## src/rtl/regfile_mp.sv

```systemverilog
// Multi-port register file: parametrised width, depth and read-port count,
// with synchronous clear, optional zero register, write bypass and registered reads.
module regfile_mp #(
  parameter int WIDTH    = 8,
  parameter int DEPTH    = 8,
  parameter int NUM_RD   = 2,
  parameter int ZERO_REG = 0,
  parameter int BYPASS   = 1,
  parameter int READ_LAT = 0,
  localparam int AW      = $clog2(DEPTH)
) (
  input  logic                    clk,
  input  logic                    rst,
  input  logic                    cen,
  input  logic                    clr,
  input  logic                    we,
  input  logic [AW-1:0]           rd_i,
  input  logic [WIDTH-1:0]        dat_i,
  input  logic [NUM_RD*AW-1:0]    rs_i,
  output logic [NUM_RD*WIDTH-1:0] rs_o
);

  localparam logic [AW:0] DEPTH_W = (AW+1)'(DEPTH);

  logic [WIDTH-1:0] mem_q [DEPTH];
  logic             wr_ok;

  // A write is only real if it lands on an existing, writable register.
  assign wr_ok = we && ({1'b0, rd_i} < DEPTH_W) && !(ZERO_REG != 0 && rd_i == '0);

  always_ff @(posedge clk) begin
    for (int i = 0; i < DEPTH; i++) begin
      if (rst || (ZERO_REG != 0 && i == 0)) begin
        mem_q[i] <= '0;
      end else if (cen) begin
        if (clr) begin
          mem_q[i] <= '0;
        end else if (wr_ok && rd_i == AW'(i)) begin
          mem_q[i] <= dat_i;
        end
      end
    end
  end

  for (genvar gi = 0; gi < NUM_RD; gi++) begin : g_rd
    logic [AW-1:0]    addr;
    logic [WIDTH-1:0] val_d;

    assign addr = rs_i[gi*AW +: AW];

    always_comb begin
      val_d = '0;
      if (({1'b0, addr} < DEPTH_W) && !(ZERO_REG != 0 && addr == '0)) begin
        if (BYPASS != 0 && cen && !clr && wr_ok && rd_i == addr) begin
          val_d = dat_i;
        end else if (BYPASS != 0 && cen && clr) begin
          val_d = '0;
        end else begin
          val_d = mem_q[addr];
        end
      end
    end

    if (READ_LAT != 0) begin : g_lat
      logic [WIDTH-1:0] out_q;

      always_ff @(posedge clk) begin
        if (rst) begin
          out_q <= '0;
        end else if (cen) begin
          out_q <= val_d;
        end
      end

      assign rs_o[gi*WIDTH +: WIDTH] = out_q;
    end else begin : g_comb
      assign rs_o[gi*WIDTH +: WIDTH] = val_d;
    end
  end

endmodule

```

## config.mk

```make
export PLATFORM = sky130hd
export DESIGN_NAME = regfile_mp
export DESIGN_NICKNAME = d
export VERILOG_FILES = /design/src/rtl/regfile_mp.sv
export SDC_FILE = /design/constraint.sdc
export NUM_CORES = 1
export LEC_CHECK = 0
export CORE_UTILIZATION = 35
export CTS_BUF_LIST = sky130_fd_sc_hd__clkbuf_4 sky130_fd_sc_hd__clkbuf_8 sky130_fd_sc_hd__clkbuf_16
export DETAILED_ROUTE_END_ITERATION = 8
export GPL_ROUTABILITY_DRIVEN = 1
export PLACE_DENSITY_LB_ADDON = 0.08
export SLEW_MARGIN = 20
export SYNTH_ARGS = -nofsm -noshare
export SYNTH_HDL_FRONTEND = slang
export SYNTH_SLANG_ARGS = --single-unit
```

## constraint.sdc

```tcl
create_clock -name clk -period 2.1 [get_ports clk]
set_input_delay 0.315 -clock clk [delete_from_list [all_inputs] [get_ports clk]]
set_output_delay 0.315 -clock clk [all_outputs]
set_load 0.05 [all_outputs]
```

=== Yosys cells after proc, flatten, opt, wreduce, memory -nomap -nowiden ===
Memory sizes are Yosys's and may differ from the RTL's.
Index checks and enable logic that the tools add are counted.

* Eq/ne operators: 9
* Multiplexer cells: 66
* Bitwise logic cells: 16
* Reductions and logical operators: 15

{| class="wikitable"
|+ Operator list
! kind !! number
|-
| $mux W8 || 20
|-
| $mux W1 || 46
|-
| $or A1 B1 Y1 || 16
|-
| $logic_and A1 B1 Y1 || 13
|-
| $eq A3 B3 Y1 const B || 4
|-
| $eq A3 B2 Y1 const B || 2
|-
| $eq A3 B3 Y1 || 2
|-
| $eq A3 B1 Y1 const B || 1
|-
| $logic_not A3 Y1 || 1
|-
| $logic_not A1 Y1 || 1
|}

* Flip-flop bits (word level): 0
* Bits in writable memories: 64
* Input bits: 22
* Output and inout port bits: 16
* Logic and storage cells: 107
* Memories kept: 1

{| class="wikitable"
|+ Memory list
! memory !! words !! width !! rd ports !! clocked after memory_dff !! wr ports !! RTL line !! RTL
|-
| mem_q || 8 || 8 || 2 || 0 || 8 || 25 || <nowiki>logic [WIDTH-1:0] mem_q [DEPTH];</nowiki>
|}

=== Longest topological paths before layout ===
Gate-level depths: netlist of the first run.

* Depth after elaboration: 8
* Depth in mapped cells: 6
* Depth with buffers taken out: 4

=== Worst setup path before layout of the first run ===
OpenSTA, ideal clock, no wires.

* Path type: input to output
* From: input port rs_i[5]
* To: output port rs_o[9]
* Arrival time: 1.763 ns
* Data required time: 1.785 ns
* Path slack: 0.022 ns
* Cell stages on the path: 5
* Path buffers: 2
* Cells stage by stage: buf_2 clkbuf_1 mux4_2 mux2_2 a22o_1

* Longest elaborated chain between the ends: 3
* Elaborated cells on any way between the ends: 5
* Those cells by class: eq/ne (1); mux (2); reduce/logical (1); memory (1)

{| class="wikitable"
|+ RTL lines
! what !! RTL line !! RTL
|-
| start: declaration || 19 || <nowiki>input logic [NUM_RD*AW-1:0] rs_i,</nowiki>
|-
| $mem_v2 Z8 W8 / $eq A3 B3 Y1 (equally long branches) || -- ||
|-
| $mux W8 / $logic_and A1 B1 Y1 (equally long branches) || 56, 54 ||
|-
| $mux W8 * || 54 || <nowiki>if (BYPASS != 0 && cen && !clr && wr_ok && rd_i == addr) begin</nowiki>
|-
| end: declaration || 20 || <nowiki>output logic [NUM_RD*WIDTH-1:0] rs_o</nowiki>
|}

Every way passes the cells marked *; elsewhere a longest branch is shown, timed or not.

==> impl_metrics.yaml, run 1 <==
sta:
  final.min_clock_period_ns: 2.25
  worst-slew-pin-transition_ns: 0.430
  fin_crit_sh: 1.07
  timing.final.hold_violations: 0
  timing.final.max_slew_violations: 0
  fmaxAchievable_mhz: 445
  rsz_0062_raised_after_global_routing: "true"
  relSlewSlack: 0.713
  final.setup.worst_slack_ns: -0.147
  final-setup-viol-count: 15
placed_design:
  place.gp.congestion: 0.772
  dp_hpwl_mm: 7.29
  placed_area_um2: 4760
  buffer_ports.inserted: 37
final_layout:
  post_layout_nets: 356
  num_antenna_cells: 0
  max_flop_register: "mem_q"
  largestRegisters: "mem_q (64)"
  max_reg_flops: 64
  final_layout_size_suffix_gt1_frac: 0.442
  areaGrowthSynthToFinish_pct: 35.8
  stdcell_area_um2: 5210
worst_setup_path:
  wp_data_arrival_ns: 1.93
  crit_path_start_kind: "flop"
  cp-end-kind: "output port"
  crit_path_cell_trace: "mux4_2 > mux2_2 > a22o_1 > buf_12"
  largest_fanout_on_the_critical_path: 2
  family_with_the_most_delay_on_the_worst_path: "multiplexers"
  worst-setup-path-type: "reg2out"
  slowest_cell_on_the_critical_path: "mux4_2"
  worst_path_largest_cell_delay_ns: 0.52
  worst-endpoint-required_ns: 1.78
  timing.critical_path.buf_inv: 1
synthesis:
  yosysSeqAreaShare: 0.501
  post-synth-top-area-fraction: 0.501
  unique_masters_post_synth: 25
  synth_cells: 242
  syn_nets: 264
  synth_top_cell_by_area: "edfxtp_1"
  synth-warning-count: 0
  synth.cell_area_um2: 3840
  synth_seq_cells: 64
  synth.area.top_cells: "edfxtp_1, mux4_1, and2_1"
  syn_area_per_cell_um2: 15.9
clocking:
  cts-buffers-inserted: 9
  cts.sink_count: 64
  clk_path_buf_depth: 2
  clk_root_buffer_cell: "clkbuf_8"
  htree_num_levels: 3
  cts_tree: "done"
  clk_transition_reported_paths_ns: 0.08
floorplan:
  floorplan.rows: 37
  die-area_um2: 11400
  floorplan.initialDensity: 0.367
  number_of_top_level_pins: 38
  dieWidth_um: 107
  placeableCoreArea_um2: 10500
  die_h_um: 107
detailed_routing:
  drt_first_pass_iters: 4
  dr_wl_met2_mm: 5.58
  remaining_drc_errors: 0
  total_via_count_after_detailed_routing: 2547
  drt_iter0_drc: 170
  route.layer.met1.wl_mm: 4.87
  dr.max_layer_used: "met4"
  mean_number_of_vias_per_cell: 5.36
  wire_per_inst_um: 24.0
  postRouteWirelength_mm: 11.4
  antenna_nets_post_route: 0
  routed-wl-met3_um: 554
global_route:
  via_count_of_the_first_global_routing_pass: 2732
  maximum_number_of_pins_on_one_net_before_global_route_repair: 13
  grt-ovfl-total: 0
  initial_antenna_violation_count: 0
  globalRouteTotalUtil: 0.219
  grt_first_pass_wirelength_mm: 17.4
run:
  max_capacitance_violation_count: 0
pwr:
  cellLeakagePower_nw: 2.07
  total_power_mw: 3.63
  power_density_nw_per_um2: 696
  vdd_drop_max_mv: 0.322
worst_hold_path:
  worstHoldPathType: "in2reg"
  worstHoldPathCells: 2
  worst_hold_startpoint: "dat_i[0]"
  worstHoldEndpoint: "mem_q[2][0]$_SDFFCE_PN0P_"
status:
  status: "finished, violations left"
  violations_in_the_final_reports: "setup timing"
==> metrics by stage <==
| step | TNS (ns) | util | setup slack (ns) | hold slack [ns] | cells |
|---|---|---|---|---|---|
| 6_report | -1.47 | 0.498 | -0.147 | 0.831 | 475 |
| 5_1_grt | -2.24 | 0.498 | -0.181 | 0.873 | 475 |
| 4_1_cts | -1.84 | 0.498 | -0.165 | 0.822 | 475 |
| 3_5_place_dp | -20.34 | 0.455 | -0.550 | 1.19 | 449 |
| 3_3_place_gp | -21.44 | 0.455 | -0.540 | 1.18 | 449 |
| 2_1_floorplan | 0 | - | 0.0217 | 0.513 | 242 |
==> cell usage in the layout (no fill, tap or decap), types with 2 or more instances in the layout <==
cell,count
mux4_2,29
a22o_1,13
buf_16,2
clkinvlp_4,2
nor3b_2,2
mux2_4,10
nand2b_1,8
buf_4,44
and3b_1,2
nor4_4,2
edfxtp_1,64
nor2_1,2
bufbuf_16,2
clkdlybuf4s50_1,9
buf_2,2
nand2_1,6
xor2_1,2
xor2_2,4
a21oi_1,2
mux4_1,3
a22o_4,3
mux2_2,4
clkbuf_8,9
and2_1,64
dlygate4sd2_1,8
buf_12,15
buf_6,13
bufinv_16,2
clkinv_4,2
==> power by group <==
| part | total (mW) | switching [mW] | internal, mW |
|---|---|---|---|
| combinational | 0.884 | 0.431 | 0.453 |
| sequential | 1.53 | 0.0420 | 1.49 |
| clock | 1.21 | 0.539 | 0.668 |
==> cell type report <==
class                   instances  area, um2
fillers                       956       5250
repair buffers                 95       1070
multi-input cells             164       1830
clock inverters                 7       96.3
well taps                     136        170
clock buffers                   9        124
flip-flops and latches         64       1920
==> cells in the mapped netlist <==
| library cell | count |
|---|---|
| and2_1 | 64 |
| edfxtp_1 | 64 |
| mux4_1 | 23 |
| a22o_1 | 16 |
| mux2_2 | 14 |
| mux4_2 | 9 |
| nand2b_1 | 8 |
| nand2_1 | 6 |
| xor2_1 | 6 |
| buf_2 | 5 |
| clkbuf_1 | 4 |
| a21oi_1 | 3 |
| buf_6 | 3 |
| and3b_1 | 2 |
| buf_12 | 2 |
| nor2_1 | 2 |
| nor3b_2 | 2 |
| nor4_4 | 2 |
| nand3b_4 | 1 |
| nor2b_1 | 1 |
| nor3_2 | 1 |
| nor3b_1 | 1 |
| o21ai_0 | 1 |
| or3_1 | 1 |
| or4b_1 | 1 |
==> per-layer routing <==
metal  track usage  vias to the layer above
met3        0.0371                       22
met1         0.290                     1309
li1              -                     1133
met4        0.0930                        0
met2         0.357                       83
met5             0                        -
==> cells by family after synthesis <==
logic type,after synthesis,synth area share
and+or+nand+nor,92,0.163
DFF,64,0.501
muxes,46,0.251
AOI/OAI and AO/OA,20,0.0417
buffers and inverters,14,0.0297
xor gates and xnor gates,6,0.0137
==> worst max-delay path by stage <==
stage,start,to,slack (ns),cells after the start
after floorplan,rs_i[5],rs_o[9],0.02,5
after global placement,rs_i[3],rs_o[11],-0.54,6
after detailed placement,rs_i[3],rs_o[11],-0.55,6
after CTS,mem_q[5][3]$_SDFFCE_PN0P_,rs_o[11],-0.16,4
after global routing,mem_q[5][4]$_SDFFCE_PN0P_,rs_o[4],-0.18,4
final,mem_q[5][4]$_SDFFCE_PN0P_,rs_o[12],-0.15,4
==> timing repair <==
action / 4_1_cts / 5_1_grt
buffers inserted: 7 / 0
resized for setup: 77 / 5
pin swaps: 18 / 4
endpoints found under the setup margin: 16 / 16
gates cloned: 4 / 0
hold buffers: 0 / 0
No activity file was read; power rests on OpenSTA's default activity.
==> run 2: changes to the inputs <==
PLACE_DENSITY_LB_ADDON = 0.25   (was 0.08)
==> run 2 against run 1 <==
Effect of this change: sequential share of layout area increased by 0.080 points; largest power group unchanged; the run still ends with setup timing left; cell count decreased by 1.3%; worst setup slack improved by 0.0051 ns; utilization decreased by 0.11 points.
==> impl_metrics.yaml, run 2 (same netlist as run 1, synthesis figures left out) <==
status:
  status: "finished, violations left"
  violations_in_the_final_reports: "setup timing"
pwr:
  pwr-share-seq: 0.404
  cellLeakagePower_nw: 2.04
  total_power_mw: 3.81
  switching_power_uw: 947
  vdd_drop_max_mv: 0.315
  pwr-share-comb: 0.233
  share_clk_of_total_power: 0.363
  power_density_nw_per_um2: 732
  design_internal_power_mw: 2.86
  sw_frac_of_total: 0.248
worst_setup_path:
  critical_path_depth_in_cells: 4
  worst-endpoint-required_ns: 1.78
  crit_path_cell_trace: "mux4_2 > mux2_4 > a22o_4 > buf_12"
  worst-setup-path-type: "reg2out"
  timing.critical_path.to: "rs_o[2]"
  crit_path_start_kind: "flop"
  cp-end-kind: "output port"
  timing.critical_path.buf_inv: 1
  wp_data_arrival_ns: 1.93
  critical_path.startpoint: "mem_q[7][2]$_SDFFCE_PN0P_"
  largest_fanout_on_the_critical_path: 2
  worst_path_largest_cell_delay_ns: 0.52
  slowest_cell_on_the_critical_path: "mux4_2"
  family_with_the_most_delay_on_the_worst_path: "multiplexers"
floorplan:
  floorplan.rows: 37
  die_h_um: 107
  number_of_top_level_pins: 38
  die-area_um2: 11400
  floorplan.initialDensity: 0.367
  placeableCoreArea_um2: 10500
  dieWidth_um: 107
final_layout:
  post_layout_nets: 350
  num_antenna_cells: 0
  max_flop_register: "mem_q"
  largestRegisters: "mem_q (64)"
  areaGrowthSynthToFinish_pct: 35.5
  mostFrequentLayoutCells: "and2_1, edfxtp_1, buf_4"
  max_reg_flops: 64
  finish.utilization: 0.497
  final_layout_size_suffix_gt1_frac: 0.420
clocking:
  cts.sink_count: 64
  cts_hold_buffers: 0
  htree_num_levels: 3
  cts_tree: "done"
  clk_transition_reported_paths_ns: 0.08
  clk_root_buffer_cell: "clkbuf_8"
  cts-buffers-inserted: 9
  clk_path_buf_depth: 2
sta:
  fin_crit_sh: 1.07
  timing.final.max_slew_violations: 0
  final.setup.worst_slack_ns: -0.142
  final.min_clock_period_ns: 2.24
  relSlewSlack: 0.716
  tns_ns: -1.56
  fmaxAchievable_mhz: 446
  rsz_0062_raised_after_global_routing: "true"
  timing.final.hold_violations: 0
  final-setup-viol-count: 14
  worst-slew-pin-transition_ns: 0.424
global_route:
  globalRouteTotalUtil: 0.189
  initial_antenna_violation_count: 0
  grt_first_pass_wirelength_mm: 15.1
  grt-ovfl-total: 0
  maximum_number_of_pins_on_one_net_before_global_route_repair: 13
  via_count_of_the_first_global_routing_pass: 2551
run:
  max_capacitance_violation_count: 0
detailed_routing:
  drt_iter0_drc: 133
  antenna_nets_post_route: 0
  drt_first_pass_iters: 4
  remaining_drc_errors: 0
  total_via_count_after_detailed_routing: 2427
  wire_per_inst_um: 21.4
  mean_number_of_vias_per_cell: 5.17
  postRouteWirelength_mm: 10.0
placed_design:
  dp_hpwl_mm: 7.09
  buffer_ports.inserted: 37
  place.gp.congestion: 0.808
worst_hold_path:
  worstHoldPathType: "in2reg"
## run 2: power groups by stage
stage                     clock network, mW  registers (mW)  logic, mW
final                                  1.38            1.54      0.888
after CTS                              1.40            1.54      0.884
after floorplan                           0            1.54      0.445
after global placement                    0            1.55      0.834
after global routing                   1.46            1.55      0.925
after detailed placement                  0            1.56      0.836
## run 2: worst min path at each step
stage | from | endpoint | slack, ns | cells past startpoint
floorplan | dat_i[0] | mem_q[0][0]$_SDFFCE_PN0P_ | 0.51 | 1
global placement | mem_q[2][0]$_SDFFCE_PN0P_ | rs_o[8] | 1.25 | 5
detailed placement | dat_i[1] | mem_q[5][1]$_SDFFCE_PN0P_ | 1.25 | 2
CTS | dat_i[1] | mem_q[5][1]$_SDFFCE_PN0P_ | 0.89 | 2
global route | dat_i[1] | mem_q[1][1]$_SDFFCE_PN0P_ | 0.93 | 2
finish | dat_i[1] | mem_q[5][1]$_SDFFCE_PN0P_ | 0.91 | 2
## run 2: stage by stage
stage | area (um2) | hold slack [ns] | std cells | setup WS, ns
after floorplan | 3840 | 0.513 | 242 | 0.0217
after CTS | 5190 | 0.891 | 468 | -0.155
after global placement | 4830 | 1.25 | 445 | -0.605
after detailed placement | 4830 | 1.25 | 445 | -0.609
after global routing | 5200 | 0.926 | 469 | -0.206
final | 5200 | 0.911 | 469 | -0.142
## run 2: routing by layer
metal / wire length (um) / part of all wire / track usage / vias to the layer above
met5: 0 / 0 / 0 / -
met4: 243 / 0.024 / 0.0802 / 0
met3: 524 / 0.052 / 0.0328 / 20
met2: 5160 / 0.51 / 0.329 / 80
met1: 4100 / 0.41 / 0.231 / 1207
li1: - / - / - / 1120
## run 2: timing repair
action / CTS / global route
pin swaps: 17 / 3
gates cloned: 2 / 0
resized for setup: 60 / 7
setup buffers: 5 / 1
endpoints found under the setup margin: 16 / 16
## run 2: cell type report
type | instances | area [um2]
clock inverter | 7 | 134
multi-input combinational | 164 | 1800
sequential | 64 | 1920
clock buffer | 9 | 124
tap | 136 | 170
timing repair buffer | 89 | 1050
fill | 928 | 5260
==> run 3: changes to the inputs <==
CTS_CLUSTER_DIAMETER = 50   (was default)
CTS_CLUSTER_SIZE = 12   (was default)
==> results of run 3 <==
No change in the layout: final DEF, timing and power equal those of run 2.
